==> src/rtl/mash_nstage.sv <==
// MASH delta-sigma modulator: 1..STAGES cascaded first-order accumulators, noise-cancellation network, saturating output.
// Optional MASH_DITHER_EN adds a 16-bit LFSR LSB dither on the first stage input.
module mash_nstage #(
  parameter int STAGES = 4,
  parameter int OUT_W  = 16,
  parameter int FRAC_W = 16
) (
  input  logic                    clk,
  input  logic                    rst,
  input  logic                    tick,
  input  logic [2:0]              order,
  input  logic [OUT_W+FRAC_W-1:0] tgt_in,
  output logic [OUT_W-1:0]        val_out,
  output logic                    out_valid,
  output logic                    sat,
  output logic [FRAC_W-1:0]       acc_out
);

  localparam logic [2:0] MAX_N = 3'(STAGES);
  localparam logic signed [OUT_W+4:0] MAX_V = {5'b0, {OUT_W{1'b1}}};

  logic [FRAC_W-1:0] acc_q [4];
  logic [FRAC_W-1:0] acc_d [4];
  // hist: [0]=c2 z^-1, [1]=c3 z^-1, [2]=c3 z^-2, [3]=c4 z^-1, [4]=c4 z^-2, [5]=c4 z^-3
  logic [5:0]        hist_q, hist_d, hist_m;
  logic [3:0]        carry, act;
  logic [2:0]        n_act;
  logic [OUT_W-1:0]  int_part, val_q, val_d;
  logic [FRAC_W-1:0] frac, accout_q, accout_d;
  logic              sat_q, sat_d, valid_q;
  logic [FRAC_W:0]   x, s;
  logic signed [4:0] y;
  logic signed [OUT_W+4:0] sum;
  logic [OUT_W:0]    clamped;
  logic              dither;

`ifdef MASH_DITHER_EN
  logic [15:0] lfsr_q, lfsr_d;
  assign dither = lfsr_q[0];
  assign lfsr_d = {lfsr_q[14:0], lfsr_q[15] ^ lfsr_q[13] ^ lfsr_q[12] ^ lfsr_q[10]};
`else
  assign dither = 1'b0;
`endif

  // Weighted contribution of one carry/history bit.
  function automatic logic signed [4:0] wbit(input logic b, input logic signed [4:0] w);
    return b ? w : 5'sd0;
  endfunction

  // y = c1 + D(c2) + D^2(c3) + D^3(c4), inactive stages already masked to zero.
  function automatic logic signed [4:0] noise_cancel(input logic [3:0] c, input logic [5:0] h);
    logic signed [4:0] acc;
    acc = wbit(c[0], 5'sd1);
    acc = acc + wbit(c[1], 5'sd1) - wbit(h[0], 5'sd1);
    acc = acc + wbit(c[2], 5'sd1) - wbit(h[1], 5'sd2) + wbit(h[2], 5'sd1);
    acc = acc + wbit(c[3], 5'sd1) - wbit(h[3], 5'sd3) + wbit(h[4], 5'sd3) - wbit(h[5], 5'sd1);
    return acc;
  endfunction

  // Saturate to [0, 2^OUT_W-1]; MSB of result flags clamping.
  function automatic logic [OUT_W:0] clamp_out(input logic signed [OUT_W+4:0] v);
    if (v[OUT_W+4])
      return {1'b1, {OUT_W{1'b0}}};
    else if (v > MAX_V)
      return {1'b1, {OUT_W{1'b1}}};
    else
      return {1'b0, v[OUT_W-1:0]};
  endfunction

  always_comb begin
    int_part = tgt_in[OUT_W+FRAC_W-1:FRAC_W];
    frac     = tgt_in[FRAC_W-1:0];
    n_act    = (order > MAX_N) ? MAX_N : order;
    x        = {1'b0, frac} + {{FRAC_W{1'b0}}, dither};
    s        = '0;
    for (int k = 0; k < 4; k++) begin
      act[k] = (k < STAGES) && (3'(k) < n_act);
      s      = {1'b0, acc_q[k]} + x;
      if (act[k]) begin
        acc_d[k] = s[FRAC_W-1:0];
        carry[k] = s[FRAC_W];
      end else begin
        acc_d[k] = '0;
        carry[k] = 1'b0;
      end
      x = {1'b0, acc_d[k]};
    end

    hist_m = hist_q & {act[3], act[3], act[3], act[2], act[2], act[1]};
    hist_d = {hist_m[4], hist_m[3], carry[3], hist_m[1], carry[2], carry[1]};

    y       = noise_cancel(carry, hist_m);
    sum     = $signed({5'b0, int_part}) + {{OUT_W{y[4]}}, y};
    clamped = clamp_out(sum);
    val_d   = clamped[OUT_W-1:0];
    sat_d   = clamped[OUT_W];

    accout_d = frac;
    for (int k = 0; k < 4; k++) begin
      if (3'(k) + 3'd1 == n_act) accout_d = acc_d[k];
    end
  end

  // ---- output / state register stage ----
  always_ff @(posedge clk) begin
    if (rst) begin
      for (int k = 0; k < 4; k++) acc_q[k] <= '0;
      hist_q   <= '0;
      val_q    <= '0;
      sat_q    <= 1'b0;
      accout_q <= '0;
      valid_q  <= 1'b0;
`ifdef MASH_DITHER_EN
      lfsr_q   <= 16'hACE1;
`endif
    end else begin
      valid_q <= tick;
      if (tick) begin
        for (int k = 0; k < 4; k++) acc_q[k] <= acc_d[k];
        hist_q   <= hist_d;
        val_q    <= val_d;
        sat_q    <= sat_d;
        accout_q <= accout_d;
`ifdef MASH_DITHER_EN
        lfsr_q   <= lfsr_d;
`endif
      end
    end
  end

  assign val_out   = val_q;
  assign out_valid = valid_q;
  assign sat       = sat_q;
  assign acc_out   = accout_q;

endmodule
==> config.mk <==
export PLATFORM = sky130hd
export DESIGN_NAME = mash_nstage
export DESIGN_NICKNAME = d
export VERILOG_FILES = /design/src/rtl/mash_nstage.sv
export SDC_FILE = /design/constraint.sdc
export NUM_CORES = 1
export LEC_CHECK = 0
export BUFFER_PORTS_ARGS = -buffer_cell sky130_fd_sc_hd__buf_2
export CAP_MARGIN = 20
export CORE_MARGIN = 2
export CORE_UTILIZATION = 30
export CTS_BUF_LIST = sky130_fd_sc_hd__clkbuf_16
export CTS_CLUSTER_DIAMETER = 60
export DETAILED_ROUTE_END_ITERATION = 10
export GPL_TIMING_DRIVEN = 0
export PLACE_DENSITY = 0.54
export SKIP_CTS_REPAIR_TIMING = 1
export SYNTH_ARGS = -nofsm -noshare
export SYNTH_HDL_FRONTEND = slang
export SYNTH_SLANG_ARGS = --single-unit
==> constraint.sdc <==
create_clock -name clk -period 29.5 [get_ports clk]
set_clock_uncertainty 0.2 [all_clocks]
set_input_delay 2.95 -clock clk [delete_from_list [all_inputs] [get_ports clk]]
set_output_delay 2.95 -clock clk [all_outputs]
set_load 0.1 [all_outputs]
==> impl_metrics.csv <==
group,metric,value,unit
synthesis,syn_area_per_cell,9.05,sq um
job,cap_violations,0,
synthesis,synth_nets,1068,
global_routing,grtUsageTotal,0.173,
synthesis,ys_ff_latch,104,
detailed_routing,drtAntennaViolNets,0,
synthesis,netlist.area_leader.share,0.230,
synthesis,netlist_top_cells_area,"edfxtp_1 (23%), ha_1 (14%), dfxtp_1 (9.6%), nor2_1 (4.7%), a21oi_1 (3.9%)",
placed_design,dp_hpwl,19.6,mm
global_routing,grt_max_degree,65,
timing,post-route-period-util,0.522,
synthesis,synth_edf_count,64,
worst_setup_path,start_kind,"primary input",
detailed_routing,drt_pass1_iterations,6,
pwr,power_density,125,nW/um^2
global_routing,grt_pass1_vias,6877,
final_layout,syn2layout_area_growth,13.0,%
worst_setup_path,slowest_delay,0.60,ns
worst_setup_path,crit_fanout,16,
pwr,p_leak,4.20,nW
timing,fin_ws,14.10,ns
clock_tree,path_clk_slew,0.07,ns
synthesis,syn_area,8370,sq um
floorplanning,initial_core_util,0.303,
synthesis,synth-compound-area-share,0.223,
worst_setup_path,critical_path_class,"in -> reg",
final_layout,final_common_cell,"nor2_1",
worst_setup_path,reg2reg_setup_slack,16.62,ns
global_routing,overflow,0,
placed_design,numPortBuffers,68,
worst_hold_path,min_delay_path_depth,2,
synthesis,synthSimpleGateAreaFrac,0.166,
run_status,status,"finished, final reports clean",
clock_tree,cts.path.max_buffers,2,
pwr,vdd_ir_drop_max,91.9,uV
timing,final-max-slew-violation-count,0,
final_layout,final_cell_mix,"nor2_1 (104), ha_1 (95), nand2_1 (75), buf_2 (69), a21oi_1 (65)",
timing,finalHoldViolations,0,
final_layout,n_antenna_cell,0,
synthesis,synth_mux_area_frac,0.0147,
clock_tree,htreeDepth,3,
floorplanning,io-pin-count,72,
floorplanning,die_w,171,um
timing,fmax,65.0,MHz
synthesis,yosysSeqAreaShare,0.325,
detailed_routing,dr.first_iter.drc_count,468,
floorplanning,coreArea,27600,sq um
worst_setup_path,cp-end-kind,"flip-flop",
final_layout,n_fill_cell,2910,
synthesis,yosys.area_share.adder,0.168,
clock_tree,cts_tree,"built",
clock_tree,cts_root_buffer,"clkbuf_16",
detailed_routing,via_per_inst,5.15,
clock_tree,cts.sinks,104,
floorplanning,die_h,171,um
worst_hold_path,worstHoldPathType,"reg -> reg",
detailed_routing,wl_per_cell,18.0,um
timing,finalCriticalPeriod,15.40,ns
worst_setup_path,critPathSlowestCell,"o21ai_0",
floorplanning,dieArea,29200,sq um
final_layout,fin_cells,1386,
timing,slew_headroom,0.336,
synthesis,yosysWarnings,0,
final_layout,drive_gt1_frac,0.108,
placed_design,place_ws,13.76,ns
worst_setup_path,cp.arrival,15.41,ns
worst_setup_path,worst_r2r_endpoint,"val_out[13]",
timing,tightestPinTransition,0.992,ns
detailed_routing,drc_errors,0,
timing,setup-violations-final,0,
synthesis,syn_inst,924,
synthesis,async_flop_share,0,
synthesis,synth_top_family_by_area,"compound AO/OA/AOI/OAI gates",
synthesis,synth_xor_xnor_area_share,0.0616,
floorplanning,num_rows,61,
timing,rsz0062_at_grt,"false",
worst_setup_path,worstPathRequired,29.52,ns
clock_tree,numCtsBuffers,9,
global_routing,grt_pass1_wl,38.4,mm
final_layout,nets,1147,
timing,setup_tns,0,ns
placed_design,placed_cells,1370,
worst_setup_path,crit-reg2reg-launch,"acc_q[0][0]",
worst_setup_path,rr_worst_depth,49,
synthesis,synth-main-ff-cell,"edfxtp_1",
synthesis,yosysTopAreaCell,"edfxtp_1",
clock_tree,clk_latency,0.37,ns
detailed_routing,wl,24.9,mm
synthesis,synth_cell_types,79,
placed_design,place_congestion,0.839,
worst_hold_path,hp-start,"hist_q[1]",
worst_hold_path,worstHoldEndpoint,"hist_q[1]",
global_routing,antenna_found_initial,0,
detailed_routing,num_vias,7132,
routing by layer:
layer | part of all wire | global-route usage | wire length, um | vias up
li1 | - | - | - | 3585
met2 | 0.44 | 0.274 | 11000 | 160
met5 | 0 | 0 | 0 | -
met1 | 0.49 | 0.238 | 12300 | 3354
met4 | 0.026 | 0.0667 | 661 | 0
met3 | 0.038 | 0.0213 | 943 | 33
stage by stage:
stage	power, mW	hold WS [ns]	util	instance area, sq um
6_report	1.18	0.265	0.342	9450
3_5_place_dp	1.06	0.251	0.332	9180
4_1_cts	1.18	0.269	0.342	9450
2_1_floorplan	0.890	0.217	-	8370
5_1_grt	1.28	0.301	0.342	9450
3_3_place_gp	1.05	0.244	0.332	9180
cell type report:
type | count | area [sq um] | area share
Buffer | 29 | 125 | 0.0132
Clock buffer | 9 | 225 | 0.0238
Clock inverter | 7 | 45.0 | 0.00477
Inverter | 58 | 220 | 0.0233
Multi-Input combinational cell | 733 | 5300 | 0.561
Sequential cell | 104 | 2720 | 0.288
Tap cell | 378 | 473 | 0.0500
Timing Repair Buffer | 68 | 340 | 0.0360
critical path, delay by kind of cell:
kind / cells / cell delay [ns]
AOI/OAI and AO/OA: 21 / 5.34
and+or+nand+nor: 8 / 1.28
adders and majority gates: 8 / 3.02
xor gates and xnor gates: 2 / 0.68
buffers and inverters: 8 / 2.09
logic make-up after synthesis:
logic type               count (synthesis)
AO/OA/AOI/OAI                          263
XOR/XNOR                                58
adder cells (fa/ha/maj)                106
buffers and inverters                   87
flip-flops                             104
multiplexers                            11
AND/OR/NAND/NOR                        295
registers in the layout, summed over array words and instances (netlist names):
| register | count |
|---|---|
| hist_q | 6 |
| val_out | 16 |
| acc_q | 64 |
| sat | 1 |
| out_valid | 1 |
| acc_out | 16 |
cell usage after synthesis (6+ instances only):
library cell,number
clkbuf_1,23
edfxtp_1,64
nor3_1,19
or3_1,7
fa_1,11
o21ai_0,47
nand2b_1,10
nand2_1,75
xor2_1,30
nand3_1,10
a21o_1,20
mux2i_1,10
xnor2_1,27
o211ai_1,7
a21oi_1,65
o311ai_1,11
a211oi_1,10
o21a_1,8
a22oi_1,6
o22ai_1,6
inv_1,57
nor2_1,104
and3_1,18
nor2b_1,8
dfxtp_1,40
o21bai_1,8
ha_1,95
nor4_1,7
a211o_1,6
and2_1,15
power by group:
group,internal [mW],switching (mW)
clock,0.0574,0.0613
combinational,0.320,0.542
sequential,0.186,0.0124
worst max-delay path by stage:
stage	startpoint	endpoint	depth (start not counted)
3_3_place_gp	order[2]	val_out[13]	47
5_1_grt	order[2]	val_out[13]	47
6_report	order[2]	val_out[13]	47
3_5_place_dp	order[2]	val_out[10]	47
2_1_floorplan	tgt_in[0]	val_out[13]	47
4_1_cts	order[2]	val_out[13]	47
Note: power is estimated with default switching activity, not from simulation.
